$ cat src/rtl/morse_key_timer.sv
`default_nettype none
// ============================================================================
// Module      : morse_key_timer
// Description : Key synchroniser/debouncer and press/release duration timer
//               that emits dot, dash, error, end-of-character and end-of-word
//               pulses for the downstream Morse decoder.
// Revision    : 1.0 - initial release
// ============================================================================
module morse_key_timer #(
    parameter int CNT_W        = 24,
    parameter int DEBOUNCE_CYC = 50000,
    parameter int DOT_MAX_CYC  = 2000000,
    parameter int DASH_MAX_CYC = 10000000,
    parameter int CHAR_GAP_CYC = 3000000,
    parameter int WORD_GAP_CYC = 7000000
) (
    input  logic       clk,
    input  logic       rst_n,
    input  logic       key_in,
    output logic       key_level,
    output logic       dot_p,
    output logic       dash_p,
    output logic       char_end_p,
    output logic       word_end_p,
    output logic       err_p,
    output logic [2:0] sym_cnt
);

    localparam logic [CNT_W-1:0] c_cnt_max   = '1;
    localparam logic [CNT_W-1:0] c_db_last   = CNT_W'(DEBOUNCE_CYC - 1);
    localparam logic [CNT_W-1:0] c_dot_max   = CNT_W'(DOT_MAX_CYC);
    localparam logic [CNT_W-1:0] c_dash_max  = CNT_W'(DASH_MAX_CYC);
    localparam logic [CNT_W-1:0] c_char_last = CNT_W'(CHAR_GAP_CYC - 1);
    localparam logic [CNT_W-1:0] c_word_last = CNT_W'(WORD_GAP_CYC - 1);

    localparam logic [1:0] S_IDLE  = 2'd0;
    localparam logic [1:0] S_PRESS = 2'd1;
    localparam logic [1:0] S_GAP   = 2'd2;
    localparam logic [1:0] S_WGAP  = 2'd3;

    logic             r_sync1;
    logic             r_sync2;
    logic             r_key_level;
    logic [CNT_W-1:0] r_db_cnt;
    logic [CNT_W-1:0] r_dur_cnt;
    logic [CNT_W-1:0] r_gap_cnt;
    logic [1:0]       r_state;
    logic [2:0]       r_sym_cnt;
    logic             r_dot_p;
    logic             r_dash_p;
    logic             r_err_p;
    logic             r_char_end_p;
    logic             r_word_end_p;

    logic w_ks;
    logic w_db_accept;
    logic w_rise_acc;
    logic w_fall_acc;

    assign w_ks        = r_sync2;
    assign w_db_accept = (w_ks != r_key_level) && (r_db_cnt == c_db_last);
    assign w_rise_acc  = w_db_accept && w_ks;
    assign w_fall_acc  = w_db_accept && !w_ks;

    always_ff @(posedge clk or negedge rst_n) begin
        if (!rst_n) begin
            r_sync1 <= 1'b0;
            r_sync2 <= 1'b0;
        end else begin
            r_sync1 <= key_in;
            r_sync2 <= r_sync1;
        end
    end

    always_ff @(posedge clk or negedge rst_n) begin
        if (!rst_n) begin
            r_key_level <= 1'b0;
            r_db_cnt    <= '0;
        end else if (w_ks == r_key_level) begin
            r_db_cnt <= '0;
        end else if (w_db_accept) begin
            r_key_level <= w_ks;
            r_db_cnt    <= '0;
        end else begin
            r_db_cnt <= r_db_cnt + 1'b1;
        end
    end

    // Both timers restart on the edge that updates key_level, so the first
    // cycle of a new level always reads zero.
    always_ff @(posedge clk or negedge rst_n) begin
        if (!rst_n) begin
            r_dur_cnt <= '0;
            r_gap_cnt <= '0;
        end else begin
            if (w_rise_acc)
                r_dur_cnt <= '0;
            else if (r_key_level && (r_dur_cnt != c_cnt_max))
                r_dur_cnt <= r_dur_cnt + 1'b1;

            if (w_fall_acc)
                r_gap_cnt <= '0;
            else if (!r_key_level && (r_gap_cnt != c_cnt_max))
                r_gap_cnt <= r_gap_cnt + 1'b1;
        end
    end

    always_ff @(posedge clk or negedge rst_n) begin
        if (!rst_n) begin
            r_state      <= S_IDLE;
            r_sym_cnt    <= 3'd0;
            r_dot_p      <= 1'b0;
            r_dash_p     <= 1'b0;
            r_err_p      <= 1'b0;
            r_char_end_p <= 1'b0;
            r_word_end_p <= 1'b0;
        end else begin
            r_dot_p      <= 1'b0;
            r_dash_p     <= 1'b0;
            r_err_p      <= 1'b0;
            r_char_end_p <= 1'b0;
            r_word_end_p <= 1'b0;
            case (r_state)
                S_IDLE: begin
                    if (r_key_level)
                        r_state <= S_PRESS;
                end
                S_PRESS: begin
                    if (!r_key_level) begin
                        r_state <= S_GAP;
                        if (r_dur_cnt <= c_dash_max) begin
                            if (r_dur_cnt < c_dot_max)
                                r_dot_p <= 1'b1;
                            else
                                r_dash_p <= 1'b1;
                            if (r_sym_cnt != 3'd7)
                                r_sym_cnt <= r_sym_cnt + 3'd1;
                        end else begin
                            r_err_p <= 1'b1;
                        end
                    end
                end
                S_GAP: begin
                    if (r_key_level) begin
                        r_state <= S_PRESS;
                    end else if (r_gap_cnt == c_char_last) begin
                        // A character made only of rejected presses ends silently.
                        if (r_sym_cnt != 3'd0) begin
                            r_char_end_p <= 1'b1;
                            r_sym_cnt    <= 3'd0;
                            r_state      <= S_WGAP;
                        end else begin
                            r_state <= S_IDLE;
                        end
                    end
                end
                S_WGAP: begin
                    if (r_key_level) begin
                        r_state <= S_PRESS;
                    end else if (r_gap_cnt == c_word_last) begin
                        r_word_end_p <= 1'b1;
                        r_state      <= S_IDLE;
                    end
                end
                default: r_state <= S_IDLE;
            endcase
        end
    end

    assign key_level  = r_key_level;
    assign dot_p      = r_dot_p;
    assign dash_p     = r_dash_p;
    assign err_p      = r_err_p;
    assign char_end_p = r_char_end_p;
    assign word_end_p = r_word_end_p;
    assign sym_cnt    = r_sym_cnt;

endmodule
`default_nettype wire

$ cat config.mk
export PLATFORM = sky130hd
export DESIGN_NAME = morse_key_timer
export DESIGN_NICKNAME = d
export VERILOG_FILES = /design/src/rtl/morse_key_timer.sv
export SDC_FILE = /design/constraint.sdc
export NUM_CORES = 1
export LEC_CHECK = 0
export CAP_MARGIN = 30
export CORE_MARGIN = 5
export CORE_UTILIZATION = 47
export CTS_CLUSTER_DIAMETER = 40
export DETAILED_ROUTE_END_ITERATION = 7
export GPL_TIMING_DRIVEN = 0
export PLACE_DENSITY = 0.69
export SETUP_SLACK_MARGIN = 0.05
export SLEW_MARGIN = 30
export SYNTH_ARGS = -nofsm -noshare
export SYNTH_HDL_FRONTEND = slang
export SYNTH_SLANG_ARGS = --single-unit
$ cat constraint.sdc
create_clock -name clk -period 3.1 [get_ports clk]
set_clock_uncertainty 0.1 [all_clocks]
set_input_delay 0.465 -clock clk [delete_from_list [all_inputs] [get_ports clk]]
set_output_delay 0.465 -clock clk [all_outputs]
set_load 0.02 [all_outputs]
---- Word-level counts from Yosys, hierarchy flattened ----
Cells that the tools add are included.
Widths: inputs -> output; s select.
storage, ports and cells
  flip-flop bits (word level) ............. 85
  bits of input ports ..................... 3
  output and inout port bits .............. 9
  word-level logic and storage cells ...... 94
cells by class
  $add $sub $neg .......................... 4
  $lt $le $gt $ge ......................... 2
  equal/unequal tests ..................... 20
  multiplexer cells ....................... 39
  bitwise logic cells ..................... 1
  reduce and logical (&&, ||, !) cells .... 15
operators with widths
  kind                   number
  $mux 24                6
  $add 24x1->24 const B  3
  $ne 24x24->1 const B   2
  $eq 24x16->1 const B   1
  $eq 24x22->1 const B   1
  $eq 24x23->1 const B   1
  $le 24x24->1 const B   1
  $lt 24x21->1 const B   1
  $mux 1                 18
  $mux 3                 6
  $mux 2                 7
  $ne 2x2->1 const B     7
  $ne 3x3->1 const B     3
  $pmux 2 s4             1
  $reduce_and 7->1       1
  $pmux 3 s2             1
  $reduce_bool 2->1      3
  $logic_and 1x1->1      5
  $eq 2x2->1 const B     2
  $reduce_and 4->1       1
  $add 3x1->3 const B    1
  $reduce_bool 3->1      1
  $eq 2x1->1 const B     1
  $logic_not 1->1        2
  other kinds (5)        5

---- Longest topological paths before layout ----
  depth after elaboration ................. 5
  gate-level depth with buffers ........... 8
  mapped depth without buffers ............ 7

---- Least setup slack after synthesis ----
Ideal clock, no wire load.
  path type ............................... reg-to-reg
  from .................................... register r_db_cnt[4]
  to ...................................... register r_db_cnt[15]
  library setup time ...................... 0.119 ns
  arrival ................................. 2.028 ns
  required time ........................... 2.881 ns
  setup slack ............................. 0.854 ns
  stages on the path, launching flop included .. 8
  path buffers ............................ 2
  period minus slack after synthesis ...... 2.246 ns
  path through ............................ dfrtp_1 -> or4b_2 -> nor4_4 -> nand2_1 -> nand2b_1 -> clkbuf_1 -> buf_4 -> nor2_1
on the way
  word-level cells in the longest chain between the ends .. 4
  elaborated cells between the ends (all ways) .. 5
  classes of those cells .................. add/sub: 1; eq/ne: 1; mux: 2; reduce/logical: 1
ends and longest elaborated chain
  what                                                                   line  text
  from (decl)                                                            44    logic [CNT_W-1:0] r_db_cnt;
  from (signal assigned)                                                 85    r_db_cnt <= r_db_cnt + 1'b1;
  parallel branches: the longest is 2 deep, another holds $add 24x1->24  n/a
  $mux 24 *                                                              81    end else if (w_db_accept) begin
  $mux 24 *                                                              79    end else if (w_ks == r_key_level) begin
Every way passes the cells marked *.
A chain may end at the register's enable or synchronous reset.

---- Worst setup path in the final report ----
  from .................................... register r_key_level, in the netlist key_level
  to ...................................... register r_dur_cnt[22]
on the way
  word-level cells in the longest chain between the ends .. 4
  elaborated cells between the ends (all ways) .. 6
  classes of those cells .................. eq/ne: 1; mux: 1; reduce/logical: 4
ends and longest elaborated chain
  what                                                 line  text
  from (decl)                                          43    logic r_key_level;
  from (signal assigned)                               82    r_key_level <= w_ks;
  $ne 1x1->1                                           61    assign w_db_accept = (w_ks != r_key_level) && (r_db_cnt == c_db_last);
  $logic_and 1x1->1                                    61
  $logic_and 1x1->1                                    62    assign w_rise_acc = w_db_accept && w_ks;
  $mux 24 / $reduce_bool 2->1 (equally long branches)  n/a
  to (signal assigned)                                 99    r_dur_cnt <= r_dur_cnt + 1'b1;
  to (decl)                                            45    logic [CNT_W-1:0] r_dur_cnt;
Several ways; a longest one is shown, not always the timed one.

==> summary.txt <==
Status
  – Outcome: complete, no violations

GRT
  – Largest net degree at the start of global routing: 57
  – Initial antenna violation count: 0
  – All-Layer GR Usage: 18.1%
  – First-pass GRT wire length: 18.7 mm
  – GR Overflow Total: 0
  – Vias in the first global route: 3963

Route
  – Vias: 4006
  – Post-DRT Antenna Nets: 0
  – DR vias/cell: 5.87
  – Initial DRC Count: 218
  – Drt pass-1 iters: 5
  – DRC viols: 0
  – Avg WL per Cell: 15.4 um
  – Final wirelength: 10.5 mm

Worst setup path
  – Top delay family on crit path: simple AND/OR/NAND/NOR gates
  – WP data arrival: 2.84 ns
  – CP Buf/Inv Count: 1
  – CP max-delay cell: or4_1
  – WS Path Type: flop to flop
  – Setup crit end kind: flop
  – Critical path fanouts, max: 10
  – Critical Path, Cell by Cell: clkbuf_1 > nand4_1 > nor3_2 > o21ai_0 > or4_1 > a21oi_1
  – Worst EP required: 3.29 ns
  – CP Launch Type: flop
  – Slowest stage delay, CP: 0.45 ns

STA
  – Fin crit share: 85.5%
  – Setup violators final: 0
  – Fin crit period: 2.65 ns
  – Max frequency: 377 MHz
  – RSZ-0062 raised after global routing: false
  – Final hold viol count: 0
  – Relative slew slack: 64.2%
  – Hold Slack: 0.254 ns
  – Final TNS setup: 0 ns
  – Slew Limit Fails: 0
  – Worst slew pin tran: 0.536 ns

Clocking
  – Postcts setup bufs: 0
  – Total CTS buffers: 9
  – TritonCTS clock tree: yes
  – Worst-Skew Late Latency: 0.37 ns
  – Clk Tree Root Cell: clkbuf_8
  – CTS H-tree depth: 3
  – Clk pin slew, worst setup/hold paths: 0.08 ns
  – CTS max path bufs: 2
  – CTS sink count: 85

Final layout
  – Fill count: 926
  – Number of antenna diodes: 0
  – Layout cells sized above 1: 8.73%
  – Final core utilization: 53.4%
  – Final Non-Filler Cells: 683
  – Nets@finish: 555
  – Layout area overhead: 10.5%

Power and ir drop
  – VDD IR max: 0.000257 V
  – Pwr Density: 361 mW/mm^2
  – Power Total: 0.00190 W
  – Pleak: 2.12 nW

Die
  – Die height: 110 um
  – Row count: 36
  – Die X-Extent: 110 um
  – Starting Density: 48.3%
  – IO Pins: 12
  – Core ar.: 0.00982 mm^2
  – DIE AREA: 0.0122 mm^2

Synth
  – EDFF count, synth: 0
  – Seq/Total Area, Yosys: 44.8%
  – Ranking of synthesized cells by area: dfrtp_1 45%, nand2_1 4.1%, a21oi_1 3.2%, mux2i_1 3.2%, nand3_1 3.2%
  – Synth top area share: 44.8%
  – Syn. warnings: 0
  – Post-synth ARST share: 100%
  – Syn Inst Count: 521
  – Cell Area, Synth: 0.00475 mm^2
  – Mapped Nets: 531
  – Dominant synthesized flop cell: dfrtp_1
  – Yosys cell types: 57
  – Mean Syn Cell Area: 9.11 um^2
  – Synthesized flop and latch total: 85
  – Cell taking the most area after synthesis: dfrtp_1

Placed design
  – Port bufs: 11
  – Cells after DPL: 666
  – HPWL after detailed placement: 7.43 mm
  – Routability Congestion: 0.908

Min path
  – Hold Path Class: flop to flop

Job
  – Maxcap violations: 0
## cell usage after synthesis, types with 15 or more instances
cell type / n
dfrtp_1: 85
nor4_1: 15
xnor2_1: 17
nand4_1: 21
or3_1: 15
nand2_1: 52
o21ai_0: 15
nand3_1: 30
nor2_1: 39
inv_1: 18
or4_1: 18
a21oi_1: 30
o31ai_1: 15
nor3_1: 20
mux2i_1: 15
and3_1: 15
## worst register-to-register path, delay by kind of cell, from the launching register on
kind | cells | cell delay [ns]
AND/OR/NAND/NOR | 3 | 1.23
buffers and inverters | 1 | 0.44
AO/OA/AOI/OAI | 2 | 0.41
flip-flops | 1 | 0.40
## routing by layer
metal  part of all wire (%)  global-route usage (%)  wire length [um]  vias to the layer above
met5                      0                       0                 0                        -
met3                    4.1                    5.42               426                       17
met4                    1.4                    5.42               143                        0
met1                     48                    24.8              5080                     1966
li1                       -                       -                 -                     1948
met2                     46                    27.7              4850                       75
## logic make-up (layout without fill, tap and decap cells)
group | after synthesis | count (layout) | share of synthesized area [%]
adder cells (fa/ha/maj) | 7 | 7 | 1.85
flip-flops | 85 | 85 | 44.8
buffers and inverters | 41 | 70 | 3.61
multiplexers | 15 | 15 | 3.16
XOR/XNOR | 26 | 26 | 4.80
AND/OR/NAND/NOR | 267 | 267 | 31.2
AO/OA/AOI/OAI | 80 | 80 | 10.5
## stage by stage
step / worst slack (ns) / cell area, um^2
floorplan: 0.854 / 4750
global placement: -1.66 / 5020
detailed placement: 0.350 / 5050
CTS: 0.318 / 5240
global route: 0.212 / 5250
finish: 0.449 / 5250
## final timing paths
check,to,slack [ns],depth (start not counted),startpoint
setup / recovery,r_dur_cnt[22],0.45,6,key_level
hold / removal,r_sync2,0.25,0,r_sync1
setup reg to reg,r_dur_cnt[22],0.45,6,key_level
hold reg to reg,r_sync2,0.25,0,r_sync1
max in group asynchronous,r_db_cnt[11],1.90,3,rst_n
min in group asynchronous,r_dur_cnt[22],0.43,2,rst_n
## final cells by class
cell class	count	area, um^2	share of cell area [%]
Multi-Input combinational cell	395	2450	46.8
Sequential cell	85	2130	40.6
Tap cell	133	166	3.17
Clock buffer	13	159	3.03
Timing Repair Buffer	13	149	2.84
Buffer	23	104	1.98
Inverter	18	67.6	1.29
Clock inverter	3	20.0	0.382
## repair_timing
item / CTS / global route
hold buffers: 1 / 0
setup endpoints to repair: 0 / 1
gates resized for setup: 0 / 1
hold endpoints to repair: 29 / 0
## report_power, final
group | internal, W | switching (W)
clock network | 0.000334 | 0.000401
registers | 0.00111 | 0.00000396
logic | 0.0000126 | 0.0000311
total | 0.00146 | 0.000437
## sequential cells by signal, indices dropped and copies added, names as in the netlist
name        flops
r_db_cnt       24
r_dur_cnt      24
r_gap_cnt      24
sym_cnt         3
r_state         2
char_end_p      1
dash_p          1
dot_p           1
err_p           1
key_level       1
r_sync1         1
r_sync2         1
word_end_p      1
## placed cells by master (no fill, tap or decap), types with 3 or more instances in the layout
master	n
or4b_2	3
inv_1	18
nand2b_1	6
a31oi_1	4
xor2_1	9
nand2_1	52
o31ai_1	15
ha_1	7
and2_1	5
o21ai_0	15
clkdlybuf4s50_1	10
and4_1	3
xnor2_1	17
dfrtp_1	85
or4_1	18
and3_1	15
mux2i_1	15
nor2_1	39
buf_2	7
a21oi_1	30
nor3_1	19
nand3_1	30
or3_1	15
nor4_1	15
nand4_1	21
or2_2	5
clkbuf_1	15
clkbuf_8	11
No activity file was read; power rests on OpenSTA's default activity.
